`src/rtl/key_debounce.sv`:
```
// Per-key two-flop synchronizer and counter debouncer with a registered press strobe.
// Auto-repeat is built only when KEY_AUTOREPEAT_EN is defined.
module key_debounce #(
  parameter int KEYBITS         = 4,
  parameter int DEBOUNCE_CYCLES = 500000,
  parameter int REPEAT_DELAY    = 25000000,
  parameter int REPEAT_PERIOD   = 5000000,
  parameter int CNTBITS         = 25
) (
  input  logic               clk,
  input  logic               reset,
  input  logic [KEYBITS-1:0] KEY_IN,
  output logic [KEYBITS-1:0] KEY_OUT,
  output logic [KEYBITS-1:0] KEY_PRESS
);

  localparam logic [CNTBITS-1:0] DB_LAST = CNTBITS'(DEBOUNCE_CYCLES - 1);
  localparam longint CNT_LIMIT = longint'(1) << CNTBITS;

  // A bad parameter set elaborates this block and is easy to spot.
  if (DEBOUNCE_CYCLES < 2 ||
      longint'(DEBOUNCE_CYCLES) >= CNT_LIMIT ||
      longint'(REPEAT_DELAY) >= CNT_LIMIT ||
      longint'(REPEAT_PERIOD) >= CNT_LIMIT) begin : g_bad_cfg
    localparam int CFG_ERROR = 1;
  end

  logic [KEYBITS-1:0] sync1;
  logic [KEYBITS-1:0] sync2;
  logic [KEYBITS-1:0] stable;
  logic [KEYBITS-1:0] accept;
  logic [KEYBITS-1:0] stable_nxt;
  logic [CNTBITS-1:0] cnt [KEYBITS];

  always_comb begin
    accept = '0;
    for (int i = 0; i < KEYBITS; i++) begin
      accept[i] = (sync2[i] != stable[i]) && (cnt[i] == DB_LAST);
    end
    stable_nxt = (stable & ~accept) | (sync2 & accept);
  end

  always_ff @(posedge clk) begin
    if (reset) begin
      sync1  <= '1;
      sync2  <= '1;
      stable <= '1;
      for (int i = 0; i < KEYBITS; i++) begin
        cnt[i] <= '0;
      end
    end else begin
      sync1  <= KEY_IN;
      sync2  <= sync1;
      stable <= stable_nxt;
      for (int i = 0; i < KEYBITS; i++) begin
        if (sync2[i] == stable[i] || accept[i]) begin
          cnt[i] <= '0;
        end else begin
          cnt[i] <= cnt[i] + CNTBITS'(1);
        end
      end
    end
  end

`ifndef KEY_AUTOREPEAT_EN

  assign KEY_OUT = stable;

  always_ff @(posedge clk) begin
    if (reset) begin
      KEY_PRESS <= '0;
    end else begin
      KEY_PRESS <= accept & ~sync2;
    end
  end

`else

  localparam logic [CNTBITS-1:0] RD_LAST = CNTBITS'(REPEAT_DELAY - 1);
  localparam logic [CNTBITS-1:0] RP_LAST = CNTBITS'(REPEAT_PERIOD - 1);

  logic [CNTBITS-1:0] rcnt [KEYBITS];
  logic [KEYBITS-1:0] rep;
  logic [KEYBITS-1:0] blip;
  logic [KEYBITS-1:0] hit;
  logic [KEYBITS-1:0] blip_nxt;

  // A release accepted on a repeat edge suppresses that repeat.
  always_comb begin
    hit      = '0;
    blip_nxt = '0;
    for (int i = 0; i < KEYBITS; i++) begin
      hit[i]      = rep[i] ? (rcnt[i] == RP_LAST) : (rcnt[i] == RD_LAST);
      blip_nxt[i] = ~stable[i] & hit[i] & ~accept[i];
    end
  end

  always_ff @(posedge clk) begin
    if (reset) begin
      rep       <= '0;
      blip      <= '0;
      KEY_OUT   <= '1;
      KEY_PRESS <= '0;
      for (int i = 0; i < KEYBITS; i++) begin
        rcnt[i] <= '0;
      end
    end else begin
      for (int i = 0; i < KEYBITS; i++) begin
        if (stable[i]) begin
          rcnt[i] <= '0;
          rep[i]  <= 1'b0;
        end else if (hit[i]) begin
          rcnt[i] <= '0;
          rep[i]  <= 1'b1;
        end else begin
          rcnt[i] <= rcnt[i] + CNTBITS'(1);
        end
      end
      blip      <= blip_nxt;
      KEY_OUT   <= stable_nxt | blip_nxt;
      KEY_PRESS <= (accept & ~sync2) | (blip & ~stable_nxt);
    end
  end

`endif

endmodule

```
`config.mk`:
```
export PLATFORM = sky130hd
export DESIGN_NAME = key_debounce
export DESIGN_NICKNAME = d
export VERILOG_FILES = /design/src/rtl/key_debounce.sv
export SDC_FILE = /design/constraint.sdc
export NUM_CORES = 1
export LEC_CHECK = 0
export CAP_MARGIN = 10
export CORE_UTILIZATION = 40
export DETAILED_ROUTE_END_ITERATION = 10
export PLACE_DENSITY = 0.63
export SYNTH_ARGS = -nofsm -noshare
export SYNTH_HDL_FRONTEND = slang
export SYNTH_SLANG_ARGS = --single-unit
export TNS_END_PERCENT = 10
```
`constraint.sdc`:
```
create_clock -name clk -period 3.25 [get_ports clk]
set_clock_uncertainty 0.2 [all_clocks]
set_input_delay 0.325 -clock clk [delete_from_list [all_inputs] [get_ports clk]]
set_output_delay 0.325 -clock clk [all_outputs]
set_load 0.02 [all_outputs]
```
==> results of run 1 <==
==> cell usage in the layout, fill, tap and decap left out, types with 4 or more instances in the layout <==
cell                              instances
sky130_fd_sc_hd__edfxtp_1               100
sky130_fd_sc_hd__conb_1                 100
sky130_fd_sc_hd__nor2_1                  67
sky130_fd_sc_hd__a21oi_1                 39
sky130_fd_sc_hd__nand3_1                 38
sky130_fd_sc_hd__nand4_1                 31
sky130_fd_sc_hd__o21ai_0                 30
sky130_fd_sc_hd__xnor2_1                 29
sky130_fd_sc_hd__nand2_1                 28
sky130_fd_sc_hd__xor2_1                  27
sky130_fd_sc_hd__or3_1                   24
sky130_fd_sc_hd__and4_1                  20
sky130_fd_sc_hd__inv_1                   18
sky130_fd_sc_hd__or4_1                   17
sky130_fd_sc_hd__clkbuf_16               17
sky130_fd_sc_hd__dfxtp_1                 16
sky130_fd_sc_hd__nor3_1                  14
sky130_fd_sc_hd__nor4_1                  13
sky130_fd_sc_hd__clkdlybuf4s50_1         13
sky130_fd_sc_hd__o31ai_1                 12
sky130_fd_sc_hd__or2_2                   11
sky130_fd_sc_hd__nor4b_1                 10
sky130_fd_sc_hd__and3_1                   9
sky130_fd_sc_hd__clkbuf_8                 8
sky130_fd_sc_hd__buf_4                    5
sky130_fd_sc_hd__ha_1                     4
==> final timing paths <==
path                                start         end  depth (start not counted)
worst max-delay path            cnt[1][0]  cnt[1][24]                          5
worst min-delay path             sync1[3]    sync2[3]                          1
worst max register to register  cnt[1][0]  cnt[1][24]                          5
worst min register to register   sync1[3]    sync2[3]                          1
==> flip-flops by register name, indices dropped and copies added (netlist names), named ones only <==
| register | flops |
|---|---|
| sync2 | 4 |
| cnt | 100 |
| sync1 | 4 |
| KEY_PRESS | 4 |
==> per-stage QoR <==
step                hold WS, ns  instances
floorplan                 0.189        698
global route              0.221        913
global placement          0.194        882
detailed placement        0.194        882
CTS                       0.203        913
finish                    0.201        913
==> synth_stat cells (all sizes together) (2+ instances only) <==
| master | count |
|---|---|
| xor2 | 27 |
| nor4b | 10 |
| nand4 | 32 |
| a21oi | 39 |
| and3 | 9 |
| xnor2 | 29 |
| nor3 | 14 |
| nand2 | 28 |
| clkbuf | 19 |
| edfxtp | 100 |
| o21ai | 30 |
| or3 | 27 |
| and4 | 20 |
| o31ai | 13 |
| ha | 4 |
| or2 | 11 |
| and2 | 2 |
| dfxtp | 16 |
| or4 | 17 |
| buf | 3 |
| nor2 | 67 |
| o211ai | 3 |
| nand3 | 38 |
| inv | 18 |
| nor4 | 13 |
==> cells by family after synthesis <==
| group | Yosys count | synth area share |
|---|---|---|
| AND/OR/NAND/NOR | 293 | 0.268 |
| XOR/XNOR | 56 | 0.0794 |
| AO/OA/AOI/OAI | 89 | 0.0814 |
| adder cells (fa/ha/maj) | 4 | 0.00810 |
| buffers and inverters | 40 | 0.0247 |
| flip-flops | 116 | 0.538 |
| other | 1 | 0.000607 |
==> power by group through the flow <==
stage | Combinational (W) | Clock (W) | Sequential [W]
2_1_floorplan | 0.0000960 | 0 | 0.00175
3_3_place_gp | 0.000115 | 0 | 0.00177
3_5_place_dp | 0.000117 | 0 | 0.00178
4_1_cts | 0.000118 | 0.00178 | 0.00175
5_1_grt | 0.000141 | 0.00185 | 0.00176
6_report | 0.000121 | 0.00175 | 0.00175
==> worst register-to-register path: cells and delay by family (launching register included) <==
| kind | cells | cell delay (ns) |
|---|---|---|
| compound gates | 1 | 0.14 |
| simple gates | 3 | 1.46 |
| fa+ha+maj | 1 | 0.25 |
| flops | 1 | 0.41 |
==> cell type report <==
class	count	area, um2	area share
multi-input cells	542	3080	0.414
repair buffers	18	168	0.0226
clock buffers	28	547	0.0736
inverters	18	67.6	0.00909
well taps	188	235	0.0316
clock inverters	3	15.0	0.00202
flip-flops and latches	116	3320	0.447
==> metal layers <==
| layer | GRT usage | up-vias | share of wire |
|---|---|---|---|
| li1 | - | 2414 | - |
| met1 | 0.203 | 2286 | 0.46 |
| met5 | 0 | - | 0 |
| met4 | 0.0843 | 0 | 0.020 |
| met2 | 0.264 | 57 | 0.49 |
| met3 | 0.0382 | 19 | 0.025 |
==> impl_metrics.xml, run 1 <==
<?xml version="1.0" encoding="UTF-8"?>
<metrics>
  <group name="hold_path">
    <metric name="holdCritPathClass" unit="">reg -&gt; reg</metric>
  </group>
  <group name="timing">
    <metric name="fmax" unit="MHz">384</metric>
    <metric name="maxSlewHeadroom" unit="">0.622</metric>
    <metric name="finalCritPeriodShare" unit="">0.800</metric>
    <metric name="final.setup.tns" unit="ns">0</metric>
    <metric name="timing_hold_violations_final" unit="">0</metric>
    <metric name="period_minus_slack" unit="ns">2.60</metric>
    <metric name="unrepaired_setup_endpoints_after_global_routing" unit="">false</metric>
    <metric name="worstMarginPinSlew" unit="ns">0.561</metric>
    <metric name="maxSlewViolCount" unit="">0</metric>
    <metric name="layout_setup_ws" unit="ns">0.649</metric>
    <metric name="setup_viol" unit="">0</metric>
  </group>
  <group name="finish">
    <metric name="design_area" unit="mm2">0.00743</metric>
    <metric name="antenna_cells" unit="">0</metric>
    <metric name="fraction_of_final_layout_cells_sized_beyond_drive_strength_1" unit="">0.0703</metric>
    <metric name="n_fill_cell" unit="">1401</metric>
    <metric name="area_growth" unit="%">20.3</metric>
    <metric name="nNetsFinal" unit="">723</metric>
    <metric name="finish.utilization" unit="">0.491</metric>
  </group>
  <group name="yosys">
    <metric name="synthesis.yosys.warnings" unit="">0</metric>
    <metric name="synth_top_cell_area_share" unit="">0.486</metric>
    <metric name="synth_seq_area_share" unit="">0.538</metric>
    <metric name="mappedNetlistArea" unit="mm2">0.00618</metric>
    <metric name="yosys.cell_types.count" unit="">39</metric>
    <metric name="synth-seq-cells" unit="">116</metric>
    <metric name="post_synth_main_area_contributors" unit="">sky130_fd_sc_hd__edfxtp_1, sky130_fd_sc_hd__dfxtp_1, sky130_fd_sc_hd__xnor2_1</metric>
    <metric name="async_flop_share" unit="">0</metric>
    <metric name="syn-mean-instance-area" unit="um2">10.3</metric>
    <metric name="number_of_enable_type_register_cells_in_the_synthesized_netlist" unit="">100</metric>
    <metric name="synthCells" unit="">599</metric>
    <metric name="yosysTopAreaCell" unit="">sky130_fd_sc_hd__edfxtp_1</metric>
    <metric name="dominantRegCellSynth" unit="">sky130_fd_sc_hd__edfxtp_1</metric>
  </group>
  <group name="grt">
    <metric name="grt.total_usage" unit="">0.163</metric>
    <metric name="grt_first_pass_wirelength" unit="um">20500</metric>
    <metric name="grt_start_max_net_pins" unit="">26</metric>
    <metric name="grt-ovfl-total" unit="">0</metric>
    <metric name="antenna_found_initial" unit="">0</metric>
    <metric name="vias_in_the_first_global_route" unit="">4484</metric>
  </group>
  <group name="setup_path">
    <metric name="crit_fanout" unit="">10</metric>
    <metric name="critPathKind" unit="">reg -&gt; reg</metric>
    <metric name="r2r_setup_slack" unit="ns">0.65</metric>
    <metric name="crit_path_cell_trace" unit="">ha_1, nand4_1, or4_1, or3_1, a21oi_1</metric>
    <metric name="setup.worst_path.end_class" unit="">flop</metric>
    <metric name="worst_ep_required_time" unit="ns">3.32</metric>
    <metric name="timing.critical_path.buf_inv" unit="">0</metric>
    <metric name="critPathTopFamily" unit="">simple AND/OR/NAND/NOR gates</metric>
    <metric name="worst_setup_path_start_kind" unit="">flop</metric>
    <metric name="worst_path_max_delay_cell" unit="">sky130_fd_sc_hd__or4_1</metric>
    <metric name="cp_slowest_stage_delay" unit="ns">0.76</metric>
    <metric name="worst_ep_arrival_time" unit="ns">2.67</metric>
  </group>
  <group name="power_and_ir_drop">
    <metric name="switching_share_of_total_power" unit="">0.210</metric>
    <metric name="p_per_area" unit="mW/mm2">486</metric>
    <metric name="vdd.ir_drop.worst" unit="mV">0.365</metric>
    <metric name="power.share.clock" unit="">0.483</metric>
    <metric name="finalPower" unit="W">0.00361</metric>
    <metric name="total_leakage_power" unit="nW">2.49</metric>
    <metric name="switchingPower" unit="W">0.000759</metric>
    <metric name="share_of_total_power_in_sequential_cells" unit="">0.483</metric>
    <metric name="p_int" unit="W">0.00286</metric>
    <metric name="combPwrFrac" unit="">0.034</metric>
  </group>
  <group name="place">
    <metric name="placed_cell_area" unit="mm2">0.00687</metric>
    <metric name="placement.io_buffers" unit="">13</metric>
    <metric name="gp_routability_congestion" unit="">0.830</metric>
    <metric name="pre_cts_ws" unit="ns">0.660</metric>
    <metric name="hpwlAfterDp" unit="um">8420</metric>
  </group>
  <group name="cts">
    <metric name="post_cts_sizing_count" unit="">0</metric>
    <metric name="worstSkewPairLatency" unit="ns">0.41</metric>
    <metric name="cts_buffer_depth" unit="">2</metric>
    <metric name="cts.repair_timing.setup_buffer_count" unit="">0</metric>
    <metric name="cts_tree" unit="">done</metric>
    <metric name="cts-root-buf" unit="">sky130_fd_sc_hd__clkbuf_16</metric>
    <metric name="clk_transition_reported_paths" unit="ns">0.05</metric>
    <metric name="ctsHoldBuffers" unit="">0</metric>
    <metric name="htreeDepth" unit="">4</metric>
    <metric name="tritoncts_num_sinks" unit="">116</metric>
    <metric name="cts-buffers-inserted" unit="">17</metric>
  </group>
  <group name="floorplanning">
    <metric name="initial_utilization" unit="">0.408</metric>
    <metric name="die_area" unit="mm2">0.0159</metric>
    <metric name="core" unit="mm2">0.0151</metric>
    <metric name="floorplan.io_pins" unit="">14</metric>
    <metric name="num_rows" unit="">45</metric>
    <metric name="floorplan.die.width" unit="um">126</metric>
    <metric name="fp.dieH" unit="um">126</metric>
  </group>
  <group name="outcome">
    <metric name="outcome" unit="">completed</metric>
  </group>
  <group name="routing">
    <metric name="postRouteWirelength" unit="um">11800</metric>
    <metric name="avgRoutedWirePerCell" unit="um">13.0</metric>
    <metric name="postRouteAntennaNets" unit="">0</metric>
    <metric name="drc_errors" unit="">0</metric>
    <metric name="routed_via_density" unit="">5.23</metric>
    <metric name="detailroute.via_count" unit="">4776</metric>
    <metric name="drt-pass1-iter-count" unit="">5</metric>
    <metric name="drt-initial-drc-count" unit="">228</metric>
  </group>
  <group name="run">
    <metric name="maxCapViolations" unit="">0</metric>
  </group>
</metrics>
No activity file was read; power rests on OpenSTA's default activity.
==> run 2: changes to the inputs <==
PLACE_DENSITY = 0.66   (was 0.63)
clock period = 2.2 ns   (was 3.25 ns; I/O delays follow)
==> impl_metrics.xml, run 2 (synthesis gave the netlist of run 1 again) <==
<?xml version="1.0" encoding="UTF-8"?>
<metrics>
  <group name="routing">
    <metric name="avgRoutedWirePerCell" unit="um">13.4</metric>
    <metric name="route.met2.wl" unit="um">6460</metric>
    <metric name="postRouteAntennaNets" unit="">0</metric>
    <metric name="top_layer_in_use" unit="">met4</metric>
    <metric name="drc_errors" unit="">0</metric>
    <metric name="detailroute.wirelength.met3" unit="um">372</metric>
    <metric name="drt-pass1-iter-count" unit="">6</metric>
    <metric name="wl_met1" unit="um">5810</metric>
    <metric name="postRouteWirelength" unit="um">12900</metric>
    <metric name="drt-initial-drc-count" unit="">395</metric>
    <metric name="routed_via_density" unit="">5.19</metric>
    <metric name="detailroute.via_count" unit="">5025</metric>
  </group>
  <group name="timing">
    <metric name="unrepaired_setup_endpoints_after_global_routing" unit="">true</metric>
    <metric name="layout_setup_ws" unit="ns">-0.0496</metric>
    <metric name="maxSlewViolCount" unit="">0</metric>
    <metric name="finalCritPeriodShare" unit="">1.02</metric>
    <metric name="timing_hold_violations_final" unit="">0</metric>
    <metric name="setup_viol" unit="">12</metric>
    <metric name="period_minus_slack" unit="ns">2.25</metric>
    <metric name="final.setup.tns" unit="ns">-0.276</metric>
    <metric name="fmax" unit="MHz">445</metric>
  </group>
  <group name="power_and_ir_drop">
    <metric name="share_of_total_power_in_sequential_cells" unit="">0.444</metric>
    <metric name="power.share.clock" unit="">0.513</metric>
    <metric name="p_int" unit="W">0.00461</metric>
    <metric name="switchingPower" unit="W">0.00117</metric>
    <metric name="total_leakage_power" unit="nW">2.81</metric>
    <metric name="switching_share_of_total_power" unit="">0.202</metric>
    <metric name="p_per_area" unit="mW/mm2">721</metric>
    <metric name="combPwrFrac" unit="">0.043</metric>
    <metric name="vdd.ir_drop.worst" unit="mV">0.543</metric>
  </group>
  <group name="cts">
    <metric name="cts_tree" unit="">done</metric>
    <metric name="tritoncts_num_sinks" unit="">116</metric>
    <metric name="ctsHoldBuffers" unit="">0</metric>
    <metric name="cts_buffer_depth" unit="">2</metric>
    <metric name="clk_transition_reported_paths" unit="ns">0.05</metric>
    <metric name="htreeDepth" unit="">4</metric>
    <metric name="cts-buffers-inserted" unit="">17</metric>
    <metric name="cts-root-buf" unit="">sky130_fd_sc_hd__clkbuf_16</metric>
    <metric name="worstSkewPairLatency" unit="ns">0.42</metric>
  </group>
  <group name="grt">
    <metric name="grt_first_pass_wirelength" unit="um">21700</metric>
    <metric name="grt-ovfl-total" unit="">0</metric>
    <metric name="grt_start_max_net_pins" unit="">17</metric>
    <metric name="vias_in_the_first_global_route" unit="">4849</metric>
    <metric name="grt.total_usage" unit="">0.171</metric>
    <metric name="antenna_found_initial" unit="">0</metric>
  </group>
  <group name="outcome">
    <metric name="outcome" unit="">complete, but fails checks</metric>
    <metric name="violations_in_the_final_reports" unit="">setup timing</metric>
  </group>
  <group name="finish">
    <metric name="fraction_of_final_layout_cells_sized_beyond_drive_strength_1" unit="">0.162</metric>
    <metric name="largest_reg_flops" unit="">100</metric>
    <metric name="area_growth" unit="%">29.6</metric>
    <metric name="antenna_cells" unit="">0</metric>
    <metric name="most-common-layout-cells" unit="">sky130_fd_sc_hd__edfxtp_1, sky130_fd_sc_hd__conb_1, sky130_fd_sc_hd__nor2_1</metric>
    <metric name="largest_register" unit="">cnt</metric>
    <metric name="nNetsFinal" unit="">777</metric>
    <metric name="layoutNonFillerInstCount" unit="">968</metric>
  </group>
  <group name="setup_path">
    <metric name="critPathKind" unit="">reg -&gt; reg</metric>
    <metric name="critical_path.startpoint" unit="">cnt[0][20]</metric>
    <metric name="crit_fanout" unit="">6</metric>
    <metric name="worst_ep_required_time" unit="ns">2.17</metric>
    <metric name="worst_setup_path_start_kind" unit="">flop</metric>
    <metric name="setup.worst_path.end_class" unit="">flop</metric>
    <metric name="worst_ep_arrival_time" unit="ns">2.22</metric>
    <metric name="regToRegStartpoint" unit="">cnt[0][20]</metric>
  </group>
  <group name="floorplanning">
    <metric name="floorplan.io_pins" unit="">14</metric>
    <metric name="floorplan.die.width" unit="um">126</metric>
    <metric name="core" unit="mm2">0.0151</metric>
    <metric name="fp.dieH" unit="um">126</metric>
    <metric name="die_area" unit="mm2">0.0159</metric>
    <metric name="num_rows" unit="">45</metric>
    <metric name="initial_utilization" unit="">0.408</metric>
  </group>
  <group name="run">
    <metric name="maxCapViolations" unit="">0</metric>
  </group>
  <group name="place">
    <metric name="gp_routability_congestion" unit="">0.863</metric>
    <metric name="dp.cells" unit="">931</metric>
    <metric name="hpwlAfterDp" unit="um">9170</metric>
    <metric name="placement.io_buffers" unit="">13</metric>
  </group>
  <group name="hold_path">
    <metric name="holdCritPathClass" unit="">in -&gt; reg</metric>
    <metric name="worst_hold_startpoint" unit="">KEY_IN[3]</metric>
  </group>
</metrics>
==> run 2: layout make-up <==
| class | count | area, um2 |
|---|---|---|
| Fill cell | 1306 | 7140 |
| Inverter | 18 | 67.6 |
| Timing Repair Buffer | 72 | 576 |
| Multi-Input combinational cell | 542 | 3170 |
| Tap cell | 188 | 235 |
| Clock buffer | 20 | 447 |
| Sequential cell | 116 | 3320 |
| Clock inverter | 12 | 184 |
==> run 2: per-layer routing <==
layer	vias to the layer above	GRT usage
met3	28	0.0374
met1	2402	0.208
met2	79	0.289
met5	-	0
met4	0	0.0773
li1	2516	-
==> run 2: worst max-delay path, cell delays in order (launching register included) <==
cell,delay [ns]
sky130_fd_sc_hd__edfxtp_1,0.38
sky130_fd_sc_hd__or4_4,0.55
sky130_fd_sc_hd__or3_4,0.37
sky130_fd_sc_hd__o211ai_4,0.21
sky130_fd_sc_hd__buf_2,0.22
sky130_fd_sc_hd__nor2_1,0.07
==> run 2: final timing paths <==
kind / slack, ns / end / cells after the start
worst max-delay path: -0.05 / cnt[0][12] / 5
worst min-delay path: 0.16 / sync1[3] / 2
worst max register to register: -0.05 / cnt[0][12] / 5
worst min register to register: 0.22 / sync2[2] / 1
==> run 2: power groups by stage <==
| stage | Sequential [W] | Combinational [W] | Clock, W |
|---|---|---|---|
| 2_1_floorplan | 0.00259 | 0.000143 | 0 |
| 3_3_place_gp | 0.00260 | 0.000222 | 0 |
| 3_5_place_dp | 0.00261 | 0.000228 | 0 |
| 4_1_cts | 0.00256 | 0.000231 | 0.00300 |
| 5_1_grt | 0.00258 | 0.000281 | 0.00308 |
| 6_report | 0.00257 | 0.000247 | 0.00296 |
==> run 2: timing repair <==
| action | CTS | global route |
|---|---|---|
| resized for setup | 2 | 20 |
| gates cloned | 0 | 2 |
| setup endpoints to repair | 27 | 91 |
| setup buffers | 0 | 3 |
| pin swaps | 0 | 4 |
==> run 2: through the flow <==
step	setup slack [ns]	utilization	total power, W	hold WS, ns	area [um2]
6_report	-0.0496	0.529	0.00577	0.155	8010
2_1_floorplan	-0.0738	-	0.00273	0.124	6570
3_3_place_gp	-0.0157	0.479	0.00282	0.207	7250
3_5_place_dp	-0.0433	0.479	0.00283	0.205	7250
4_1_cts	-0.0344	0.521	0.00579	0.146	7890
5_1_grt	-0.114	0.529	0.00594	0.167	8010
